`config.mk`:
```
export PLATFORM = sky130hd
export DESIGN_NAME = uart_tx_fifo
export DESIGN_NICKNAME = d
export VERILOG_FILES = /design/src/rtl/uart_tx_fifo.sv
export SDC_FILE = /design/constraint.sdc
export NUM_CORES = 1
export LEC_CHECK = 0
export BUFFER_PORTS_ARGS = -buffer_cell sky130_fd_sc_hd__buf_2
export CAP_MARGIN = 40
export CORE_ASPECT_RATIO = 0.75
export CORE_MARGIN = 1
export CORE_UTILIZATION = 65
export CTS_BUF_LIST = sky130_fd_sc_hd__clkbuf_4 sky130_fd_sc_hd__clkbuf_8
export DETAILED_ROUTE_END_ITERATION = 12
export PLACE_DENSITY_LB_ADDON = 0.08
export REMOVE_ABC_BUFFERS = 1
export SYNTH_ARGS = -nofsm -noshare
export SYNTH_HDL_FRONTEND = slang
export SYNTH_HIERARCHICAL = 1
export SYNTH_SLANG_ARGS = --single-unit
```
`constraint.sdc`:
```
create_clock -name clk -period 7.05 [get_ports clk]
set_clock_uncertainty 0.15 [all_clocks]
set_input_delay 0.3525 -clock clk [delete_from_list [all_inputs] [get_ports clk]]
set_output_delay 0.3525 -clock clk [all_outputs]
set_load 0.01 [all_outputs]
```
`src/rtl/uart_tx_fifo.sv`:
```
// Small generic FIFO: registered pointers and occupancy count, combinational head read.
// Latency: a pushed word is visible at rd_dat the cycle after the push edge.
// Backpressure: wr_rdy = !full; a push is refused while full even if a pop happens that cycle.
module uart_tx_fifo_buf #(
    parameter int WIDTH = 8,
    parameter int DEPTH = 4
) (
    input  logic                     clk,
    input  logic                     reset,
    input  logic                     wr_vld,
    input  logic [WIDTH-1:0]         wr_dat,
    output logic                     wr_rdy,
    input  logic                     rd_en,
    output logic [WIDTH-1:0]         rd_dat,
    output logic [$clog2(DEPTH):0]   count
);
    localparam int AW = $clog2(DEPTH);
    localparam int CW = AW + 1;

    logic [WIDTH-1:0] mem [DEPTH];
    logic [AW-1:0]    wr_ptr;
    logic [AW-1:0]    rd_ptr;
    logic             push;
    logic             pop;

    assign wr_rdy = (count != CW'(DEPTH));
    assign push   = wr_vld && wr_rdy;
    assign pop    = rd_en && (count != '0);
    assign rd_dat = mem[rd_ptr];

    // Storage array; contents need no reset, only the pointers define validity.
    always_ff @(posedge clk) begin
        if (push) begin
            mem[wr_ptr] <= wr_dat;
        end
    end

    // Pointer and occupancy bookkeeping; pointers wrap naturally at the power-of-2 depth.
    always_ff @(posedge clk) begin
        if (reset) begin
            wr_ptr <= '0;
            rd_ptr <= '0;
            count  <= '0;
        end else begin
            if (push) begin
                wr_ptr <= wr_ptr + AW'(1);
            end
            if (pop) begin
                rd_ptr <= rd_ptr + AW'(1);
            end
            case ({push, pop})
                2'b10:   count <= count + CW'(1);
                2'b01:   count <= count - CW'(1);
                default: count <= count;
            endcase
        end
    end
endmodule

// Buffered 8N1 UART transmitter: byte FIFO feeding a start/8 data/stop serialiser.
// Latency: a byte pushed into an empty idle block drives the start bit after the next edge.
// Backpressure: tx_ready = !full; frames drain back-to-back with no idle gap.
module uart_tx_fifo #(
    parameter int CLKS_PER_BIT = 104,
    parameter int FIFO_DEPTH   = 4
) (
    input  logic                          clk,
    input  logic                          reset,
    input  logic [7:0]                    tx_data,
    input  logic                          tx_valid,
    output logic                          tx_ready,
    output logic                          UART_TX,
    output logic                          busy,
    output logic [$clog2(FIFO_DEPTH):0]   fifo_count
);
    localparam int BW = $clog2(CLKS_PER_BIT);

    typedef enum logic [1:0] {IDLE, START, DATA, STOP} state_t;

    state_t        state;
    logic [BW-1:0] baud_cnt;
    logic [2:0]    bit_idx;
    logic [7:0]    shift;
    logic [7:0]    head;
    logic          bit_end;
    logic          pop;

    assign bit_end = (baud_cnt == BW'(CLKS_PER_BIT - 1));
    // The serialiser pops only when it loads the shift register: from IDLE, or at the
    // end of a stop bit so the next start bit follows with no gap.
    assign pop     = (fifo_count != '0) && ((state == IDLE) || ((state == STOP) && bit_end));
    assign busy    = (state != IDLE) || (fifo_count != '0);

    uart_tx_fifo_buf #(
        .WIDTH (8),
        .DEPTH (FIFO_DEPTH)
    ) u_fifo (
        .clk    (clk),
        .reset  (reset),
        .wr_vld (tx_valid),
        .wr_dat (tx_data),
        .wr_rdy (tx_ready),
        .rd_en  (pop),
        .rd_dat (head),
        .count  (fifo_count)
    );

    // Serialiser FSM with registered line output; each bit lasts CLKS_PER_BIT cycles.
    always_ff @(posedge clk) begin
        if (reset) begin
            state    <= IDLE;
            baud_cnt <= '0;
            bit_idx  <= '0;
            shift    <= '0;
            UART_TX  <= 1'b1;
        end else begin
            case (state)
                IDLE: begin
                    UART_TX  <= 1'b1;
                    baud_cnt <= '0;
                    if (pop) begin
                        shift   <= head;
                        UART_TX <= 1'b0;
                        state   <= START;
                    end
                end
                START: begin
                    if (bit_end) begin
                        baud_cnt <= '0;
                        bit_idx  <= '0;
                        UART_TX  <= shift[0];
                        state    <= DATA;
                    end else begin
                        baud_cnt <= baud_cnt + BW'(1);
                    end
                end
                DATA: begin
                    if (bit_end) begin
                        baud_cnt <= '0;
                        if (bit_idx == 3'd7) begin
                            UART_TX <= 1'b1;
                            state   <= STOP;
                        end else begin
                            shift   <= {1'b0, shift[7:1]};
                            UART_TX <= shift[1];
                            bit_idx <= bit_idx + 3'd1;
                        end
                    end else begin
                        baud_cnt <= baud_cnt + BW'(1);
                    end
                end
                STOP: begin
                    if (bit_end) begin
                        baud_cnt <= '0;
                        if (pop) begin
                            shift   <= head;
                            UART_TX <= 1'b0;
                            state   <= START;
                        end else begin
                            state   <= IDLE;
                        end
                    end else begin
                        baud_cnt <= baud_cnt + BW'(1);
                    end
                end
                default: begin
                    state   <= IDLE;
                    UART_TX <= 1'b1;
                end
            endcase
        end
    end
endmodule

```
==> flow_metrics.tcl, run 1 <==
set metrics [dict create \
    ant_nets 0 \
    cap_violations 0 \
    num-nets-final 270 \
    initial_core_util 0.6899 \
    total_leakage_power_uw 0.001125 \
    dp_slack_ps 4137 \
    p_switching_uw 437.7 \
    synth_largest_area_cell "edfxtp_1" \
    synth_edf_count 32 \
    clockPowerShare 0.257 \
    regToRegEndpoint "u_fifo/count[2]" \
    vdd_drop_max_mv 0.2687 \
    wl_per_cell_um 16.73 \
    pwr-share-comb 0.346 \
    die_w_um 78.21 \
    critPathCaptureType "register" \
    period_needed_ps 2995 \
    critPathArrivalTime_ps 3120 \
    max_freq_ghz 0.3339 \
    crit_start "baud_cnt[0]" \
    synth_top_flop_cell "edfxtp_1" \
    cts_buffer_depth 2 \
    final_cell_area_mm2 0.003136 \
    synthCells 227 \
    grt_pass1_wl_um 8618 \
    syn_area_mm2 0.002831 \
    vias 1809 \
    hold_depth 1 \
    synthTopCellsByArea "edfxtp_1, dfxtp_1, mux4_2" \
    fin_crit_sh 0.4249 \
    antenna_found_initial 0 \
    grt_max_degree 30 \
    finalSetupTns_ps 0 \
    hold_buffers 0 \
    insertion_delay_ps 340 \
    rsz0062_at_grt "false" \
    drtPass1Iterations 4 \
    max_stage_delay_ps 380 \
    r2r-start "baud_cnt[0]" \
    viasPerCell 5.951 \
    clk_pin_slew_ps 70 \
    die_h_um 59.16 \
    detailed_place.area_mm2 0.002932 \
    ctsHtreeMaxLevel 3 \
    power.share.switching 0.3562 \
    slowest_stage "fa_1" \
    ys_seq_area_frac 0.5515 \
    slew_headroom 0.4922 \
    crit_buf_inv 1 \
    critPathKind "reg -> reg" \
    internal_power_uw 791.0 \
    drive_gt1_frac 0.2209 \
    path_max_fanout 7 \
    ys_ff_latch 62 \
    fin_ws_ps 4055 \
    cts_buffers 9 \
    cts_root_buf "clkbuf_8" \
    async_reset_ff_frac 0 \
    gr-usage-all-layers 0.2590 \
    coreArea_mm2 0.004104 \
    min_path_type "in -> reg" \
    reg2regPathDepth 10 \
    slew_violations 0 \
    p_seq_frac 0.396 \
    hold_violations 0 \
    syn_to_final_growth_pct 10.74 \
    grt_pass1_vias 1813 \
    cts.sinks 62 \
    tightest_slew_ps 761.8 \
    synth.top_cell.area_share 0.3394 \
    fillers 261 \
    place.gp.congestion 0.8033 \
    grt_overflow 0 \
    wl_um 5085 \
    critPathCapture "u_fifo/count[2]" \
    seqCellArea_mm2 0.001562 \
    row_count 20 \
    hpwlAfterDp_um 3488 \
    multi_input_area_mm2 0.001184 \
    die_area_mm2 0.004627 \
    syn-mean-instance-area_um2 12.47 \
    drtIter0Drc 108 \
    drcViolationCount 0 \
    critPathRequiredTime_ps 7180 \
    setup_viol_count_final 0 \
    cts_setup_buffers 0 \
    yosysWarnings 6 \
    cts_tree "built" \
    synth_cell_types 49 \
    critPathLaunchType "register" \
    path_cells "ha_1, and3_1, a32o_1, o31a_2, ha_1, inv_1, fa_1, xor2_1, or3_1, a21oi_1" \
    cp_common_cell "ha_1" \
    power_uw 1229 \
    post_cts_resized 0 \
    p_per_area_mw_per_mm2 391.9 \
    status "complete, no violations" \
    r2r_setup_slack_ps 4050 \
    diodes 0 \
    cp.depth 10 \
    ios 17 \
    critPathTopFamily "adder cells" \
    io_buffers 16 \
]
## power groups by stage
stage | Sequential (uW) | Clock (uW) | Combinational [uW]
finish | 487 | 316 | 426
global route | 495 | 337 | 472
CTS | 487 | 322 | 422
detailed placement | 495 | 0 | 415
global placement | 491 | 0 | 390
floorplan | 486 | 0 | 315
## cells in the final DEF (no fill, tap or decap), drive strengths merged, types with 3 or more instances in the layout
master  synthesis  final
inv            10     13
xor2            5      5
nand3           3      3
edfxtp         32     32
xnor2           4      4
nor3            3      3
mux4            8      8
and2            5      5
o21ai          10     10
a21boi          3      3
mux2i          10     10
a21oi          15     15
or3            10     10
buf             5     16
clkbuf          5      9
nand2           8      8
ha             14     14
nor2           22     22
dfxtp          30     30
## routing by layer
| metal | vias up | global-route usage | part of all wire |
|---|---|---|---|
| met2 | 45 | 0.3972 | 0.47 |
| met4 | 0 | 0.1111 | 0.020 |
| met3 | 12 | 0.09077 | 0.051 |
| met1 | 889 | 0.3403 | 0.46 |
| met5 | - | 0 | 0 |
| li1 | 863 | - | - |
## worst min path at each step
| stage | to | start | slack, ps |
|---|---|---|---|
| after floorplan | baud_cnt[0] | baud_cnt[0] | 270 |
| after global placement | baud_cnt[0] | baud_cnt[0] | 280 |
| after detailed placement | baud_cnt[0] | baud_cnt[0] | 290 |
| after CTS | u_fifo/mem[1][5] | tx_data[5] | 60 |
| after global routing | u_fifo/mem[1][1] | tx_data[1] | 60 |
| final | u_fifo/mem[0][1] | tx_data[1] | 70 |
## cells by family (layout without fill, tap and decap cells)
kind of cell / Yosys count / in the layout / share of synthesized area
AOI/OAI and AO/OA: 40 / 40 / 0.09766
xor gates and xnor gates: 9 / 9 / 0.03049
adders and majority gates: 15 / 15 / 0.06894
buffers and inverters: 20 / 42 / 0.03049
DFF: 62 / 62 / 0.5515
muxes: 19 / 19 / 0.1030
and+or+nand+nor: 62 / 62 / 0.1180
## final cells by class
class | count | area share
clock buffer | 9 | 0.03951
multi-input combinational | 145 | 0.3775
sequential | 62 | 0.4980
timing repair buffer | 16 | 0.02554
inverter | 10 | 0.01197
clock inverter | 7 | 0.02554
tap | 55 | 0.02195
## state kept, by name (all words and copies together), names as in the netlist, named ones only
register / flops
UART_TX: 1
baud_cnt: 7
bit_idx: 3
shift: 8
state: 2
u_fifo/count: 3
u_fifo/mem: 32
u_fifo/rd_ptr: 2
u_fifo/wr_ptr: 2
## stage by stage
| step | hold WS [ps] | utilization | instances |
|---|---|---|---|
| final | 66.25 | 0.7640 | 304 |
| after floorplan | 267.9 | - | 217 |
| after global placement | 279.8 | 0.7143 | 288 |
| after detailed placement | 294.4 | 0.7143 | 288 |
| after CTS | 56.26 | 0.7640 | 304 |
| after global routing | 62.89 | 0.7640 | 304 |
## synth_stat cells, drive strengths merged, types with 2 or more instances
cell type   n
nor3        3
and2        5
edfxtp     32
or3        10
xnor2       4
a21boi      3
mux4        8
o21ai      10
inv        10
nand3       3
ha         14
a21oi      15
nor2       22
nand4       2
xor2        5
o31a        2
nand2b      2
o31ai       2
dfxtp      30
buf         5
mux2i      10
nand2       8
and3        2
clkbuf      5
Power figures use the tool's default switching activity.
==> run 2: changes to the inputs <==
- CORE_UTILIZATION: 65 -> 56
- clock period: 7.05 -> 2.6 ns (I/O delays scaled with it)
==> flow_metrics.tcl, run 2 (synthesized netlist as in run 1, its figures left out) <==
set metrics [dict create \
    status "complete, no violations" \
    num-nets-final 287 \
    wl_um 5356 \
    grt_pass1_wl_um 8763 \
    cts_buffer_depth 2 \
    p_per_area_mw_per_mm2 1049 \
    diodes 0 \
    detailed_place.area_mm2 0.003005 \
    min_path_type "in -> reg" \
    vdd_drop_max_mv 0.7000 \
    total_leakage_power_uw 0.001208 \
    critPathRequiredTime_ps 2720 \
    largest_reg_flops 32 \
    clk_pin_slew_ps 70 \
    slew_violations 0 \
    cp_common_cell "ha_4" \
    max_stage_delay_ps 370 \
    ctsHtreeMaxLevel 3 \
    grt_util_met2 0.3207 \
    critPathArrivalTime_ps 2610 \
    drtPass1Iterations 4 \
    grt_max_degree 30 \
    syn_to_final_growth_pct 18.12 \
    die_area_mm2 0.005347 \
    power_uw 3510 \
    gr-usage-all-layers 0.2200 \
    fin_crit_sh 0.9587 \
    path_max_fanout 3 \
    io_buffers 16 \
    coreArea_mm2 0.004872 \
    period_needed_ps 2493 \
    cts_setup_buffers 0 \
    initial_core_util 0.5812 \
    path_cells "ha_4, and3_4, a32o_1, o31a_2, ha_4, inv_1, fa_1, xor2_1, or3_1, a21oi_2" \
    cts.sinks 62 \
    slowest_stage "dfxtp_4" \
    hpwlAfterDp_um 3580 \
    hold_violations 0 \
    viasPerCell 5.702 \
    reg.largest.list "u_fifo/mem x32, shift x8, baud_cnt x7" \
    ant_nets 0 \
    critPathLaunchType "register" \
    place.gp.congestion 0.7789 \
    fin_util 0.6864 \
    vias 1859 \
    setup_viol_count_final 0 \
    wl_per_cell_um 16.43 \
    layout_common_cells "edfxtp_1, dfxtp_1, nor2_1, buf_2, a21oi_1" \
    cts_root_buf "clkbuf_8" \
    final_common_cell "edfxtp_1" \
    grt_overflow 0 \
    critPathCaptureType "register" \
    die_w_um 84.11 \
    cap_violations 0 \
    row_count 22 \
    max_freq_ghz 0.4012 \
    critPathKind "reg -> reg" \
    met3_usage 0.05898 \
    slew_headroom 0.6135 \
    final_cell_area_mm2 0.003344 \
    drive_gt1_frac 0.2744 \
    cts_tree "built" \
    antenna_found_initial 0 \
    grt_use_met1 0.3073 \
    largest-register "u_fifo/mem" \
    drtIter0Drc 111 \
    tightest_slew_ps 575.3 \
    ios 17 \
    insertion_delay_ps 340 \
    die_h_um 63.58 \
    cts_buffers 9 \
    drcViolationCount 0 \
    grt-busiest-layer "met2" \
    grt_pass1_vias 1835 \
]
run 2: changes by cell type in the layout (fill, tap and decap cells not counted), sizes merged:
cell and change:
dlygate4sd3 +8, inv -3, buf +9, clkinvlp -2, bufinv +1, clkbuf +1, clkinv +3
run 2: path summary, 6_finish.rpt:
check / endpoint / startpoint / slack, ps / depth (start not counted)
max: u_fifo/count[2] / baud_cnt[0] / 110 / 10
min: u_fifo/wr_ptr[1] / tx_valid / 40 / 3
max reg2reg: u_fifo/count[2] / baud_cnt[0] / 110 / 10
min reg2reg: baud_cnt[0] / baud_cnt[0] / 310 / 1
run 2: metrics by stage:
step | hold slack (ps) | setup slack, ps | std cells | setup TNS (ps)
global placement | 189.2 | 125.1 | 302 | 0
detailed placement | 197.3 | 24.67 | 302 | 0
global route | 50.54 | -2.269 | 326 | -2.269
floorplan | 49.07 | -6.386 | 217 | -6.386
CTS | 30.11 | 2.454 | 326 | 0
finish | 39.29 | 107.4 | 326 | 0
run 2: report_power, final:
group | internal (uW) | switching [uW] | leakage [uW]
Sequential | 1190 | 122 | 0.000541
Combinational | 615 | 698 | 0.000561
Clock | 538 | 348 | 0.000106
Total | 2340 | 1170 | 0.00121
run 2: critical path: cells and delay by family, from the launching register on:
family	cells	cell delay, ps
fa+ha+maj	3	670
simple gates	2	530
compound gates	3	500
flops	1	370
xor+xnor	1	160
buf+inv	1	50
run 2: cell type report:
| type | instances | area (um^2) |
|---|---|---|
| clock inverter | 6 | 76.32 |
| timing repair buffer | 33 | 227.7 |
| fill | 371 | 1528 |
| tap | 60 | 75.07 |
| clock buffer | 10 | 131.4 |
| multi-input combinational | 145 | 1222 |
| sequential | 62 | 1574 |
| inverter | 10 | 37.54 |
run 2: metal layers:
layer,wire [um],up-vias,part of all wire
li1,-,895,-
met1,2515,914,0.47
met2,2524,40,0.47
met3,242,10,0.045
met4,74,0,0.014
met5,0,-,0
run 2: timing repair:
| action | 4_1_cts | 5_1_grt |
|---|---|---|
| endpoints found under the hold margin | 32 | 0 |
| hold buffers | 8 | 0 |
| gates resized for setup | 0 | 17 |
| setup endpoints to repair | 0 | 1 |
==> run 3: changes to the inputs <==
- PLACE_DENSITY: unset -> 0.84
- PLACE_DENSITY_LB_ADDON: 0.08 -> unset
- SLEW_MARGIN: unset -> 30
==> flow_metrics.tcl, run 3 (synthesized netlist as in run 1, its figures left out) <==
set metrics [dict create \
    regToRegEndpoint "u_fifo/count[2]" \
    r2r-start "state[1]" \
    critPathTopFamily "compound AO/OA/AOI/OAI gates" \
    ant_nets 0 \
    slew_violations 0 \
    crit_buf_inv 2 \
    vdd_drop_max_mv 0.8013 \
    viasPerCell 5.847 \
    slowest_stage "dfxtp_4" \
    final_common_cell "edfxtp_1" \
    path_max_fanout 5 \
    ctsHtreeMaxLevel 3 \
    die_h_um 63.58 \
    hold_violations 0 \
    instances_no_fill 326 \
    largest_reg_flops 32 \
    hold_start "tx_valid" \
    hold_depth 3 \
    cts_root_buf "clkbuf_8" \
    largest-register "u_fifo/mem" \
    r2r_setup_slack_ps 20 \
    cts_setup_buffers 0 \
    reg.largest.list "u_fifo/mem x32, shift x8, baud_cnt x7" \
    status "complete, no violations" \
    cts_tree "built" \
    syn_to_final_growth_pct 16.48 \
    drtIter0Drc 119 \
    final_cell_area_mm2 0.003298 \
    wl_um 5829 \
    tightest_slew_ps 572.1 \
    path_cells "inv_1, ha_1, a32o_2, o31a_4, ha_2, inv_1, fa_1, xor2_1, o21ai_0, a21oi_1" \
    row_count 22 \
    drive_gt1_frac 0.2707 \
    total_leakage_power_uw 0.001194 \
    grt_overflow 0 \
    reg2regPathDepth 10 \
    drcViolationCount 0 \
    fin_ws_ps 15.59 \
    dp_slack_ps 22.55 \
    antenna_found_initial 0 \
    fillers 334 \
    cap_violations 0 \
    die_w_um 84.11 \
    critPathKind "reg -> reg" \
    gr-usage-all-layers 0.2157 \
    max_freq_ghz 0.3869 \
    num-nets-final 287 \
    critPathCaptureType "register" \
    detailed_place.area_mm2 0.003005 \
    drtPass1Iterations 4 \
    setup_viol_count_final 0 \
    vias 1906 \
    place_inst 302 \
    min_to "u_fifo/wr_ptr[1]" \
    period_needed_ps 2584 \
    ios 17 \
    diodes 0 \
    wl_per_cell_um 17.88 \
    min_path_type "in -> reg" \
    crit_start "state[1]" \
    cts.sinks 62 \
    fin_crit_sh 0.9940 \
    cts_buffers 9 \
    initial_core_util 0.5812 \
    layout_common_cells "edfxtp_1, dfxtp_1, nor2_1, buf_2, a21oi_1" \
    hpwlAfterDp_um 3516 \
    cts_buffer_depth 2 \
    cp_common_cell "inv_1" \
    clk_pin_slew_ps 70 \
    critPathLaunchType "register" \
    grt_pass1_vias 1828 \
    coreArea_mm2 0.004872 \
    io_buffers 16 \
    critPathRequiredTime_ps 2650 \
    grt_pass1_wl_um 8673 \
    p_per_area_mw_per_mm2 1019 \
    place.gp.congestion 0.7613 \
    critPathArrivalTime_ps 2640 \
    grt_max_degree 30 \
    die_area_mm2 0.005347 \
    fin_hold_ws_ps 66.42 \
    slew_headroom 0.6181 \
    max_stage_delay_ps 370 \
    insertion_delay_ps 340 \
]
run 3: cell types whose count changed in the layout (fill, tap and decap cells not counted), moves of 2 or more:
cell	change
clkinvlp_4	+3
ha_1	+2
inv_1	+2
bufinv_16	-2
inv_2	-2
clkinv_1	-3
run 3: through the flow:
step	TNS (ps)	power, uW	utilization
after floorplan	-6.386	2171	-
after global placement	0	2485	0.6168
after detailed placement	0	2553	0.6168
after CTS	0	3303	0.6690
after global routing	-49.62	3554	0.6769
final	0	3361	0.6769
run 3: per-layer routing:
metal	vias to the layer above	routed length, um	GRT usage
met1	942	2611	0.2674
met5	-	0	0
met3	13	228	0.06029
met2	54	2908	0.3576
met4	0	81	0.09052
li1	897	-	-
run 3: worst max path at each step:
stage | to | slack (ps) | cells past startpoint
after floorplan | u_fifo/count[2] | -6 | 10
after global placement | u_fifo/count[2] | 120 | 10
after detailed placement | u_fifo/count[2] | 20 | 10
after CTS | u_fifo/count[2] | 0.6 | 10
after global routing | u_fifo/count[2] | -50 | 10
final | u_fifo/count[2] | 20 | 10
run 3: final cells by class:
cell class | instances | area [um^2] | share of cell area
multi-input cells | 145 | 1212 | 0.3676
repair buffers | 33 | 227.7 | 0.06904
well taps | 60 | 75.07 | 0.02276
flip-flops and latches | 62 | 1572 | 0.4765
clock inverters | 7 | 50.05 | 0.01517
clock buffers | 9 | 123.9 | 0.03756
inverters | 10 | 37.54 | 0.01138
run 3: what timing repair did:
item	in CTS	in global routing
endpoints found under the hold margin	32	0
hold buffers	8	0
resized for setup	0	12
setup endpoints to repair	0	2
run 3: power breakdown:
part	leakage [uW]	switching (uW)	internal [uW]
clock network	0.0000816	395	346
registers	0.000540	128	1190
logic	0.000572	702	604
total	0.00119	1220	2140
run 3: worst register-to-register path: cells and delay by family, from the launching register on:
kind / cells / cell delay [ps]
AOI/OAI and AO/OA: 4 / 810
DFF: 1 / 370
xor gates and xnor gates: 1 / 170
adders and majority gates: 3 / 780
buffers and inverters: 2 / 190
